[src/rtl/p2s_8_1.sv]
// rtl/p2s_8_1.sv - transmit-lane 8:1 serializer: COM sync burst, then data/IDL symbols, MSB first
// Optional scrambling of data bytes with a 16-bit LFSR is built when P2S_SCRAMBLE_EN is defined.
module p2s_8_1 #(
  parameter int unsigned SYNC_COUNT = 4,
  parameter logic [7:0]  COM_SYM    = 8'hBC,
  parameter logic [7:0]  IDL_SYM    = 8'h7C
) (
  input  logic       clk_32f,
  input  logic       reset,
  input  logic [7:0] data_in,
  input  logic       valid_in,
  output logic       data_out,
  output logic       valid_out,
  output logic       byte_ack,
  output logic       sync_done
);

  localparam int CW = $clog2(SYNC_COUNT + 1);
  localparam logic [CW-1:0] SYNC_LAST = CW'(SYNC_COUNT - 1);

  typedef enum logic {
    ST_SYNC   = 1'b0,
    ST_ACTIVE = 1'b1
  } state_t;

  state_t          state, state_n;
  logic [2:0]      bit_cnt;
  logic [7:0]      shift_reg, shift_n;
  logic [CW-1:0]   sync_cnt, sync_cnt_n;
  logic            load;
  logic            ack_n;
  logic            valid_out_n;
  logic [7:0]      data_sym;

  assign load      = (bit_cnt == 3'd7);
  assign sync_done = (state == ST_ACTIVE);

`ifdef P2S_SCRAMBLE_EN
  logic [15:0] lfsr, lfsr_n, lfsr_adv;
  logic [7:0]  scr_mask;

  // Eight LFSR steps unrolled so a whole byte's keystream is ready at the load point.
  always_comb begin
    lfsr_adv = lfsr;
    scr_mask = '0;
    for (int i = 7; i >= 0; i--) begin
      scr_mask[i] = lfsr_adv[15];
      lfsr_adv    = {lfsr_adv[14:0], lfsr_adv[15] ^ lfsr_adv[4] ^ lfsr_adv[3] ^ lfsr_adv[2]};
    end
  end

  assign data_sym = data_in ^ scr_mask;

  always_ff @(posedge clk_32f or posedge reset) begin
    if (reset) lfsr <= 16'hFFFF;
    else       lfsr <= lfsr_n;
  end
`else
  assign data_sym = data_in;
`endif

  always_comb begin
    state_n     = state;
    sync_cnt_n  = sync_cnt;
    shift_n     = {shift_reg[6:0], 1'b0};
    ack_n       = 1'b0;
    valid_out_n = valid_out;
`ifdef P2S_SCRAMBLE_EN
    lfsr_n      = lfsr;
`endif
    if (load) begin
      valid_out_n = 1'b1;
      case (state)
        ST_SYNC: begin
          shift_n    = COM_SYM;
          sync_cnt_n = sync_cnt + CW'(1);
`ifdef P2S_SCRAMBLE_EN
          lfsr_n     = 16'hFFFF;
`endif
          if (sync_cnt == SYNC_LAST) state_n = ST_ACTIVE;
        end
        ST_ACTIVE: begin
          if (valid_in) begin
            shift_n = data_sym;
            ack_n   = 1'b1;
`ifdef P2S_SCRAMBLE_EN
            lfsr_n  = lfsr_adv;
`endif
          end else begin
            shift_n = IDL_SYM;
          end
        end
        default: state_n = ST_SYNC;
      endcase
    end
  end

  // data_out always mirrors the MSB of the register's next value, so a load emits bit 7 directly.
  always_ff @(posedge clk_32f or posedge reset) begin
    if (reset) begin
      state     <= ST_SYNC;
      bit_cnt   <= 3'd0;
      shift_reg <= 8'd0;
      sync_cnt  <= '0;
      data_out  <= 1'b0;
      valid_out <= 1'b0;
      byte_ack  <= 1'b0;
    end else begin
      state     <= state_n;
      bit_cnt   <= bit_cnt + 3'd1;
      shift_reg <= shift_n;
      sync_cnt  <= sync_cnt_n;
      data_out  <= shift_n[7];
      valid_out <= valid_out_n;
      byte_ack  <= ack_n;
    end
  end

endmodule

[config.mk]
export PLATFORM = sky130hd
export DESIGN_NAME = p2s_8_1
export DESIGN_NICKNAME = d
export VERILOG_FILES = /design/src/rtl/p2s_8_1.sv
export SDC_FILE = /design/constraint.sdc
export NUM_CORES = 1
export LEC_CHECK = 0
export BUFFER_PORTS_ARGS = -buffer_cell sky130_fd_sc_hd__buf_2
export CAP_MARGIN = 30
export CORE_MARGIN = 2
export CORE_UTILIZATION = 48
export DETAILED_ROUTE_END_ITERATION = 12
export MAX_ROUTING_LAYER = met4
export PLACE_DENSITY = 0.72
export SLEW_MARGIN = 0
export SYNTH_ARGS = -nofsm -noshare
export SYNTH_HDL_FRONTEND = slang
export SYNTH_SLANG_ARGS = --single-unit
[constraint.sdc]
create_clock -name clk_32f -period 4.12 [get_ports clk_32f]
set_clock_uncertainty 0.1 [all_clocks]
set_input_delay 0.618 -clock clk_32f [delete_from_list [all_inputs] [get_ports clk_32f]]
set_output_delay 0.618 -clock clk_32f [all_outputs]
set_load 0.03 [all_outputs]
# After elaboration in Yosys (flattened, before gate mapping)
# Index checks and enable logic that the tools add are counted.
[totals]
ff_bits = 17
out_inout_bits = 4
inputBits = 11
wordCells = 21
[op_classes]
n_eq_ne = 2
bitwise = 1
add_sub_neg = 2
muxes = 8
n_reduce_logical = 1
[op_table]
columns = ["op", "count"]
rows = [
  ["$mux W8", 2],
  ["$pmux W8 S2", 1],
  ["$add A3 B1 Y3 const B", 2],
  ["$mux W1", 5],
  ["$eq A3 B2 Y1 const B", 1],
  ["$eq A3 B3 Y1 const B", 1],
  ["$reduce_and A2 Y1", 1],
  ["$not A1 Y1", 1],
]

# Depth between registers and ports, before layout
[depth]
ltp_word = 3
depth_mapped = 6
ltp_nobuf = 4

# Worst setup path before layout
# Ideal clock, no wire load.
[synth_path]
path_type = "reg-to-reg"
startpoint = "reg bit_cnt[0]"
endpoint = "reg sync_cnt[1]"
path_buffers = 1
slack_ns = 2.593
setup_ns = 0.125
period_less_slack_ns = 1.527
t_arrival_ns = 1.302
path_stages_with_launch = 6
cell_sequence = "dfrtp_1 -> ha_1 -> ha_1 -> buf_6 -> nor2b_4 -> mux2_4"
[synth_via]
elab_chain_cells = 2
[synth_rtl]
columns = ["element", "line", "source"]
rows = [
  ["start: declaration", "27", "logic [2:0] bit_cnt;"],
  ["start signal: assignment", "110", "bit_cnt <= bit_cnt + 3'd1;"],
  ["$eq A3 B3 Y1", "35", "assign load = (bit_cnt == 3'd7);"],
  ["$reduce_and A2 Y1 (no line)", "-", ""],
  ["end signal: assignment", "112", "sync_cnt <= sync_cnt_n;"],
  ["end: declaration", "29", "logic [CW-1:0] sync_cnt, sync_cnt_n;"],
]
# No other way between the ends.
# A chain may end at the register's enable or synchronous reset.

# Worst setup path in the final report
# Ends and elaborated chain as after synthesis.

==> summary.md <==
| Metric | Value |
|---|---|
| Crit path DAT | `1890 ps` |
| Max-Cap Viols | `0` |
| FF-to-FF Start | `bit_cnt[0]$_DFF_PP0_` |
| Number of synthesis warnings | `0` |
| Fin Setup TNS | `0 ps` |
| Via count | `421` |
| Layout cells sized above 1 | `27.0%` |
| Vias in the first global route | `437` |
| Peak VDD IR | `0.186 mV` |
| Largest net degree at the start of global routing | `18` |
| Pins Over Slew Limit | `0` |
| IO Port Bufs | `14` |
| DRC Markers | `0` |
| Top cells by area, synth | `dfrtp_1 (61%), ha_1 (8.9%), inv_1 (4.8%)` |
| Synthesized area | `699 um^2` |
| Register area | `425 um^2` |
| Yosys top cell by area | `dfrtp_1` |
| Cells after synthesis | `58` |
| Setup violators final | `0` |
| Multi-input combinational cell area | `224 um^2` |
| DRT iter0 DRCs | `5` |
| DR vias/cell | `4.73` |
| TritonCTS Buffers | `3` |
| Leakage power | `0.434 nW` |
| Top cell type's share of synthesized area | `60.8%` |
| Initial core utilization | `52.4%` |
| Top fanout value on the critical path | `17` |
| EDFF count, synth | `0` |
| Area after DPL | `772 um^2` |
| Diode count | `0` |
| Bufs on Longest Clock Path | `2` |
| Placer congestion estimate | `0.733` |
| Avg WL per Cell | `11.1 um` |
| CTS tree | `done` |
| Total wire length | `984 um` |
| Final HPWL DP | `732 um` |
| Library cells used by synthesis | `20` |
| Final worst-path cycle share | `44.2%` |
| Clk_lat worst skew | `270 ps` |
| Final hold vios | `0` |
| Net count after synthesis | `74` |
| Final non-filler cell area | `798 um^2` |
| Commonest cells after routing, fill and taps aside | `dfrtp_1 (17), buf_2 (14), inv_1 (9)` |
| Clk sinks | `17` |
| Area growth syn-to-layout | `14.1%` |
| Crit start category | `register` |
| ANT nets after route | `0` |
| Initial antenna violation count | `0` |
| Yosys reg bits | `17` |
| FMAX | `0.549 GHz` |
| Slew HR | `59.5%` |
| Kind of critical path | `register to register` |
| Number of flip-flops in the largest register | `7` |
| Fin crit period | `1820 ps` |
| Layout fillers | `124` |
| Row count | `13` |
| Post-CTS setup buffers | `0` |
| Seq/Total Area, Yosys | `60.8%` |
| Nets | `91` |
| CORE AREA | `1330 um^2` |
| DIE WIDTH | `42.2 um` |
| Drt first pass iters | `3` |
| Run status | `completed` |
| Hold Path Class | `input port to async pin` |
| Syn avg cell area | `12.1 um^2` |
| GRT Total Usage | `14.2%` |
| Commonest non-fill, non-tap cell in the layout | `dfrtp_1` |
| RSZ-0062 raised after global routing | `false` |
| H-tree depth | `1` |
| Kind of end point of the critical path | `register` |
| Measured slew at the worst slew-check pin | `607 ps` |
| Total die area | `1780 um^2` |
| Worst-path clk slew | `90 ps` |
| Post-synth ARST share | `100%` |
| CP startpoint | `bit_cnt[0]$_DFF_PP0_` |
| Clk root buf | `clkbuf_4` |
| PD cells | `335 nW/um^2` |
| Hold_ws | `301 ps` |
| Global-route wire length before repair | `1860 um` |
| Number of I/O pins | `15` |
| CP required | `4190 ps` |
| Grt ovf | `0` |
| Post-cts resize count | `0` |
| Most used DFF post-synth | `dfrtp_1` |
| Cts hold-fix bufs | `0` |
| Die H | `42.2 um` |
[report_power, final]
group	total [W]	leakage, nW	internal, W	switching [W]
combinational	0.0000146	0.222	0.00000608	0.00000848
sequential	0.000171	0.197	0.000170	0.000000913
clock	0.0000817	0.0150	0.0000375	0.0000443
total	0.000267	0.434	0.000214	0.0000537
[per-stage QoR]
step                      worst slack, ps  instances  power, W  util, %
after floorplan                      2590         58  0.000182        -
after global placement               2350         85  0.000189     57.9
after detailed placement             2280         85  0.000189     57.9
after CTS                            2270         89  0.000273     59.8
after global routing                 2170         89  0.000284     59.8
final                                2300         89  0.000267     59.8
[cell type report]
class / count / share of cell area (%)
Sequential cell: 17 / 53.3
Multi-Input combinational cell: 30 / 28.1
Timing Repair Buffer: 14 / 8.78
Inverter: 9 / 4.23
Tap cell: 15 / 2.35
Clock buffer: 4 / 3.29
[cells in the mapped netlist, types with 2 or more instances]
cell	instances
dfrtp_1	17
inv_1	9
a31oi_1	5
ha_1	5
nor2_1	5
and2_1	2
nand2_1	2
[cells by family (layout without fill, tap and decap cells)]
logic type      Yosys count  after routing  synth area share [%]
buf+inv                  11             27                  7.15
xor+xnor                  1              1                  1.25
flops                    17             17                  60.8
compound gates            8              8                  7.16
simple gates             14             14                  11.1
mux                       2              2                  3.58
fa+ha+maj                 5              5                  8.94
[layer usage]
metal  vias up  track usage [%]  routed length [um]
met5         -                -                   0
met4         0             7.50                  12
met3         2             2.59                  48
met2        13             20.3                 425
met1       187             19.3                 498
li1        219                -                   -
[path summary, 6_finish.rpt]
kind	to	slack (ps)	cells after the start
min	shift_reg[4]$_DFF_PP0_	300	2
max	sync_cnt[1]$_DFFE_PP0P_	2300	4
max reg2reg	sync_cnt[1]$_DFFE_PP0P_	2300	4
min reg2reg	bit_cnt[0]$_DFF_PP0_	320	1
max in group asynchronous	bit_cnt[0]$_DFF_PP0_	3230	2
min in group clk_32f	bit_cnt[0]$_DFF_PP0_	320	1
[critical path: stages, from the launching register on]
cell     delay [ps]
dfrtp_1         350
ha_1            180
ha_1            490
nor2b_4         290
mux2_4          300
Power figures use the tool's default switching activity.
